## config.mk

```make
export PLATFORM = sky130hd
export DESIGN_NAME = vram_arbiter
export DESIGN_NICKNAME = d
export VERILOG_FILES = /design/src/rtl/vram_arb_pkg.sv /design/src/rtl/vram_arb_prio.sv /design/src/rtl/vram_arbiter.sv
export SDC_FILE = /design/constraint.sdc
export NUM_CORES = 1
export LEC_CHECK = 0
export BUFFER_PORTS_ARGS = -buffer_cell sky130_fd_sc_hd__buf_2
export CAP_MARGIN = 20
export CORE_MARGIN = 1.5
export CORE_UTILIZATION = 46
export DETAILED_ROUTE_END_ITERATION = 10
export GPL_ROUTABILITY_DRIVEN = 0
export PLACE_DENSITY = 0.8
export SYNTH_ARGS = -nofsm -noshare
export SYNTH_HDL_FRONTEND = slang
export SYNTH_SLANG_ARGS = --single-unit
export TNS_END_PERCENT = 10
```

## constraint.sdc

```tcl
create_clock -name clk -period 2 [get_ports clk]
set_input_delay 0.2 -clock clk [delete_from_list [all_inputs] [get_ports clk]]
set_output_delay 0.2 -clock clk [all_outputs]
set_load 0.05 [all_outputs]
```

## src/rtl/vram_arb_pkg.sv

```systemverilog
// Shared types and defaults for the VRAM arbiter: owner encoding, FSM states, bus widths.
package vram_arb_pkg;

    localparam int VRAM_ADDR_W = 13;
    localparam int VRAM_DATA_W = 8;

    typedef enum logic [1:0] {
        OWN_NONE = 2'd0,
        OWN_CPU  = 2'd1,
        OWN_PPU  = 2'd2,
        OWN_DMA  = 2'd3
    } owner_e;

    typedef enum logic [1:0] {
        IDLE = 2'd0,
        ADDR = 2'd1,
        DATA = 2'd2
    } state_e;

endpackage

```

## src/rtl/vram_arb_prio.sv

```systemverilog
// Combinational fixed-priority picker: PPU > DMA > CPU.
module vram_arb_prio
    import vram_arb_pkg::*;
(
    input  logic   cpu_req,
    input  logic   ppu_req,
    input  logic   dma_req,
    output owner_e pick
);

    always_comb begin
        if (ppu_req)      pick = OWN_PPU;
        else if (dma_req) pick = OWN_DMA;
        else if (cpu_req) pick = OWN_CPU;
        else              pick = OWN_NONE;
    end

endmodule

```

## src/rtl/vram_arbiter.sv

```systemverilog
// Three-requester VRAM arbiter running IDLE->ADDR->DATA pin cycles.
// Optional CPU lockout during pixel transfer: define VRAM_ARBITER_CPU_LOCK_EN.
module vram_arbiter
    import vram_arb_pkg::*;
#(
    parameter int ADDR_W = VRAM_ADDR_W,
    parameter int DATA_W = VRAM_DATA_W
) (
    input  logic              clk,
    input  logic              nreset,
    input  logic              cpu_req,
    input  logic              cpu_wr,
    input  logic [ADDR_W-1:0] cpu_addr,
    input  logic [DATA_W-1:0] cpu_wdata,
    input  logic              ppu_req,
    input  logic [ADDR_W-1:0] ppu_addr,
    input  logic              dma_req,
    input  logic [ADDR_W-1:0] dma_addr,
    input  logic              ppu_busy,
    output logic              cpu_ack,
    output logic              ppu_ack,
    output logic              dma_ack,
    output logic [DATA_W-1:0] rdata,
    output logic [ADDR_W-1:0] ma,
    output logic [DATA_W-1:0] md_out,
    output logic              md_oe,
    input  logic [DATA_W-1:0] md_in,
    output logic              nmcs,
    output logic              nmoe,
    output logic              nmwr,
    output logic [1:0]        owner
);

    state_e            state, state_nxt;
    owner_e            own_q, pick;
    logic [ADDR_W-1:0] addr_q, grant_addr;
    logic [DATA_W-1:0] wdata_q;
    logic              wr_q;
    logic              lock_hit;
    logic              cpu_r, ppu_r, dma_r;

    // A requester may still hold req in its ack cycle; don't re-grant it then.
    assign cpu_r = cpu_req & ~cpu_ack;
    assign ppu_r = ppu_req & ~ppu_ack;
    assign dma_r = dma_req & ~dma_ack;

    vram_arb_prio u_prio (
        .cpu_req (cpu_r),
        .ppu_req (ppu_r),
        .dma_req (dma_r),
        .pick    (pick)
    );

`ifdef VRAM_ARBITER_CPU_LOCK_EN
    assign lock_hit = (state == IDLE) && (pick == OWN_CPU) && ppu_busy;
`else
    logic unused_busy;
    assign unused_busy = ppu_busy;
    assign lock_hit    = 1'b0;
`endif

    always_comb begin
        case (pick)
            OWN_PPU: grant_addr = ppu_addr;
            OWN_DMA: grant_addr = dma_addr;
            default: grant_addr = cpu_addr;
        endcase
    end

    always_ff @(posedge clk or negedge nreset) begin
        if (!nreset) state <= IDLE;
        else         state <= state_nxt;
    end

    always_comb begin
        state_nxt = state;
        case (state)
            IDLE:    if (pick != OWN_NONE && !lock_hit) state_nxt = ADDR;
            ADDR:    state_nxt = DATA;
            DATA:    state_nxt = IDLE;
            default: state_nxt = IDLE;
        endcase
    end

    always_ff @(posedge clk or negedge nreset) begin
        if (!nreset) begin
            own_q   <= OWN_NONE;
            addr_q  <= '0;
            wdata_q <= '0;
            wr_q    <= 1'b0;
            rdata   <= '1;
            cpu_ack <= 1'b0;
            ppu_ack <= 1'b0;
            dma_ack <= 1'b0;
        end else begin
            cpu_ack <= 1'b0;
            ppu_ack <= 1'b0;
            dma_ack <= 1'b0;
            if (state == IDLE) begin
                if (lock_hit) begin
                    // Locked-out CPU gets an immediate ack with no memory cycle.
                    cpu_ack <= 1'b1;
                    if (!cpu_wr) rdata <= '1;
                end else if (pick != OWN_NONE) begin
                    own_q   <= pick;
                    addr_q  <= grant_addr;
                    wdata_q <= cpu_wdata;
                    wr_q    <= (pick == OWN_CPU) && cpu_wr;
                end
            end else if (state == DATA) begin
                if (!wr_q) rdata <= md_in;
                cpu_ack <= (own_q == OWN_CPU);
                ppu_ack <= (own_q == OWN_PPU);
                dma_ack <= (own_q == OWN_DMA);
                own_q   <= OWN_NONE;
            end
        end
    end

    always_comb begin
        nmcs   = !(state == ADDR || state == DATA);
        nmoe   = !(state == DATA && !wr_q);
        nmwr   = !(state == DATA && wr_q);
        md_oe  = (state == DATA) && wr_q;
        md_out = md_oe ? wdata_q : '0;
        ma     = (state == IDLE) ? '0 : addr_q;
        owner  = own_q;
    end

endmodule

```

# Word-level counts from Yosys, hierarchy flattened
# Cells that the tools add are included.
[totals] out_inout_bits=38 ff_bits=37 wordCells=57 input_bits=62
[op_classes] n_bitwise=8 n_eq_ne=9 n_mux=17 reduce_logical=14
[op_table] cell="$pmux 13 s2" n=1
[op_table] cell="$mux 13" n=1
[op_table] cell="$mux 2" n=6
[op_table] cell="$eq 2x2->1 const B" n=5
[op_table] cell="$mux 8" n=1
[op_table] cell="$mux 1" n=7
[op_table] cell="$eq 2x1->1 const B" n=3
[op_table] cell="$not 1->1" n=5
[op_table] cell="$logic_not 1->1" n=4
[op_table] cell="$pmux 2 s2" n=1
[op_table] cell="$reduce_and 2->1" n=2
[op_table] cell="$reduce_bool 2->1" n=2
[op_table] cell="$and 1x1->1" n=3
[op_table] cell="$logic_and 1x1->1" n=3
[op_table] cell="$reduce_and 3->1" n=1
[op_table] cell="$logic_not 2->1" n=1
[op_table] cell="$ne 2x2->1 const B" n=1
[op_table] cell="$logic_or 1x1->1" n=1

# Depth between registers and ports, before layout
[logic_depth] ltp_word=8 mapped_depth=7 depth_no_buf=5

# Modules after synthesis
# A second synthesis with hierarchy kept.
[hier_totals] hier_cells=177 hier_area_um2=2068.2
[by_module_without_submodules] module="vram_arbiter" seq_area_each_um2=935.9 n_inst=1 area_each_um2=2052.0 cells_each=175
[by_module_without_submodules] module="vram_arb_prio" seq_area_each_um2=0.0 n_inst=1 area_each_um2=16.3 cells_each=2

# Least setup slack after synthesis
# OpenSTA, ideal clock, no wires.
[synth_timing] path_kind="register to output" from="reg state[0]" to="out ma[10]" path_buffers=3 required_time_ps=1800 path_stages_with_launch=7 arrival_time_ps=1789 path_slack_ps=11 path_cell_list="dfrtp_1 > inv_1 > ha_1 > buf_2 > clkbuf_1 > buf_1 > nor2_1"
[synth_between] elab_chain_cells=2
[synth_lines] item="start: declaration" line_no="vram_arbiter.sv:34" text="state_e state, state_nxt;"
[synth_lines] item="start signal: assignment" line_no="vram_arbiter.sv:72" text="else state <= state_nxt;"
[synth_lines] item="$logic_not 2->1" line_no="vram_arbiter.sv:126" text="ma = (state == IDLE) ? '0 : addr_q;"
[synth_lines] item="$mux 13" line_no="vram_arbiter.sv:126"
[synth_lines] item="end: declaration" line_no="vram_arbiter.sv:24" text="output logic [ADDR_W-1:0] ma,"
# No other way between the ends.

# Worst setup path in the final report
[layout_timing] from="reg state[0]" to="out ma[1]"
# Same word-level chain as after synthesis.

==> flow_metrics.tcl <==
set metrics [dict create \
    slew_headroom 0.452 \
    final_nets 356 \
    finalSetupTns_ps 0 \
    synthFlopType "dfrtp_1" \
    rsz0062_at_grt "no" \
    power_frac_comb 0.599 \
    vdd_drop_max_mv 1.14 \
    coreArea_mm2 0.00432 \
    dieHeight_um 69.6 \
    syn_inst 193 \
    reg2reg_slack_ps 200 \
    num_rows 24 \
    async_flop_share 1.00 \
    antenna_found_initial 0 \
    min_period_over_period 0.917 \
    ctsHtreeMaxLevel 2 \
    fin_skew_ps 1.81 \
    grt_first_pass_wirelength_um 7890 \
    r2r_end "addr_q[11]$_DFFE_PN0P_" \
    power_w 0.00486 \
    syn_area_per_cell_um2 10.6 \
    post_cts.repair.setup_buffers 0 \
    yosysSeqAreaShare 0.459 \
    cp-start-kind "flop" \
    crit_start "state[0]$_DFFE_PN0P_" \
    die_x_um 69.6 \
    switching_share 0.494 \
    drive_above_1_share 0.503 \
    die-area_mm2 0.00484 \
    tightest_slew_ps 822 \
    holdBufCountCts 0 \
    start_util 0.472 \
    grt_overflow 0 \
    firstDrtPassIters 4 \
    detailed_place_hpwl_um 3500 \
    clockPowerShare 0.129 \
    crit_type "flop to output port" \
    grt_pass1_vias 1795 \
    leakagePower_nw 1.40 \
    yosys.area.top_type "dfrtp_1" \
    reg2reg_from "state[0]$_DFFE_PN0P_" \
    m1WireLength_um 2030 \
    p_int_w 0.00246 \
    vias 1827 \
    clock-sinks 37 \
    ys_warn_count 0 \
    grt_use_total 0.204 \
    cts_inserted_buffers 5 \
    dr_wl_met3_um 348 \
    cts.reportedPaths.clkPinSlew_ps 70 \
    p_sw_w 0.00240 \
    worstPathRequired_ps 1800 \
    setup_violations 0 \
    cts_tree "built" \
    min_period_ps 1830 \
    fmax_mhz 545 \
    area_delta_synth_final_pct 31.0 \
    status "completed" \
    drc 0 \
    seq_power_share 0.272 \
    grt_max_degree 38 \
    ys_ff_latch 37 \
    wl_per_cell_um 13.9 \
    wirelength_um 4780 \
    clock-root-buffer "clkbuf_8" \
    synth.top_cells.by_area "dfrtp_1 (36%), dfstp_2 (10%), a2111oi_2 (6.6%), mux2_4 (5.9%), nor2_1 (4.8%)" \
    yosysMostFrequentCell "dfrtp_1" \
    num_io_pins 100 \
    reg2regPathDepth 5 \
    cp.arrival_ps 1630 \
    n_antenna_cell 0 \
    syn_area_mm2 0.00204 \
    powerDensity_mw_per_mm2 1820 \
    insertion_delay_ps 280 \
    routed.top_layer "met4" \
    critPathMaxFanout 11 \
    n_fill_cell 387 \
    endpoint_kind "output port" \
    synth_cell_type_count 34 \
    clock_path_buffers 2 \
    synth_top_area_share 0.356 \
    viasPerCell 5.31 \
    hold_path_class "input port to async pin" \
    wl_met2_um 2340 \
    syn_nets 258 \
    synth_edf_count 0 \
    maxCapViolCount 0 \
    final-seq-area_um2 936 \
    multi_input_area_um2 942 \
    hold_viol 0 \
    io_buffers 98 \
    maxSlewViolCount 0 \
    post-route-util 0.618 \
    drtIter0Drc 87 \
    synth_top_cells_by_count "dfrtp_1 (29), nor2_1 (26), inv_1 (17)" \
    ant_nets 0 \
    cts.repair.resized 0 \
]
==> per-layer routing <==
metal	vias up	track usage
met5	-	0
met4	0	0.0610
met2	75	0.350
met3	8	0.0610
met1	867	0.246
li1	877	-
==> flip-flops by register name, indices dropped and copies added, names as in the netlist <==
register	flops
ppu_ack	1
rdata	8
state	2
wdata_q	8
wr_q	1
addr_q	13
owner	2
cpu_ack	1
dma_ack	1
==> power groups by stage <==
stage	clock [W]	sequential (W)	combinational, W
2_1_floorplan	0	0.00170	0.00194
3_3_place_gp	0	0.00132	0.00288
3_5_place_dp	0	0.00133	0.00293
4_1_cts	0.000642	0.00132	0.00293
5_1_grt	0.000669	0.00137	0.00310
6_report	0.000628	0.00132	0.00291
==> logic make-up (layout without fill, tap and decap cells) <==
logic type	Yosys count	count (layout)	share of synthesized area
and+or+nand+nor	79	79	0.208
DFF	37	37	0.459
buffers and inverters	33	132	0.0791
AOI/OAI and AO/OA	24	24	0.127
muxes	17	17	0.109
adders and majority gates	3	3	0.0184
==> how the worst max path moves through the flow <==
| stage | end | slack, ps |
|---|---|---|
| floorplan | ma[10] | 10 |
| global placement | addr_q[11]$_DFFE_PN0P_ | 220 |
| detailed placement | addr_q[1]$_DFFE_PN0P_ | 180 |
| CTS | ma[10] | 150 |
| global route | addr_q[4]$_DFFE_PN0P_ | 20 |
| finish | ma[1] | 170 |
==> worst max-delay path, stage by stage (launching register included) <==
cell     delay (ps)
dfrtp_1         380
inv_1            90
ha_1            330
buf_4           260
nor2_1           70
buf_2           210
==> per-stage QoR <==
step	cells	hold slack [ps]	worst slack [ps]	instance area (um^2)
5_1_grt	344	66.9	23.4	2670
3_3_place_gp	336	335	222	2560
4_1_cts	344	33.6	149	2670
6_report	344	8.91	166	2670
3_5_place_dp	336	344	175	2560
2_1_floorplan	193	-95.6	10.5	2040
==> layout by cell type (no fill, tap or decap), types with 2 or more instances in the layout <==
master and instances:
a2111oi_0 2, a2111oi_2 9, a211oi_1 2, a22o_1 2, and3_1 9, and3b_1 3
buf_2 98, buf_4 9, clkbuf_8 5, dfrtp_1 29, dfstp_2 8, ha_1 3
inv_1 17, mux2_1 3, mux2_2 6, mux2_4 8, nand2_1 3, nand2b_1 4
nand3b_1 3, nor2_1 26, nor2b_1 4, nor3_1 13, nor4_1 11, o21ai_0 2
o32ai_1 2
==> final cells by class <==
class,count,share of cell area
multi-input combinational,123,0.353
sequential,37,0.350
timing repair buffer,107,0.209
clock buffer,6,0.0272
tap,52,0.0243
inverter,17,0.0239
clock inverter,2,0.0131
(Power assumes the default switching activity.)
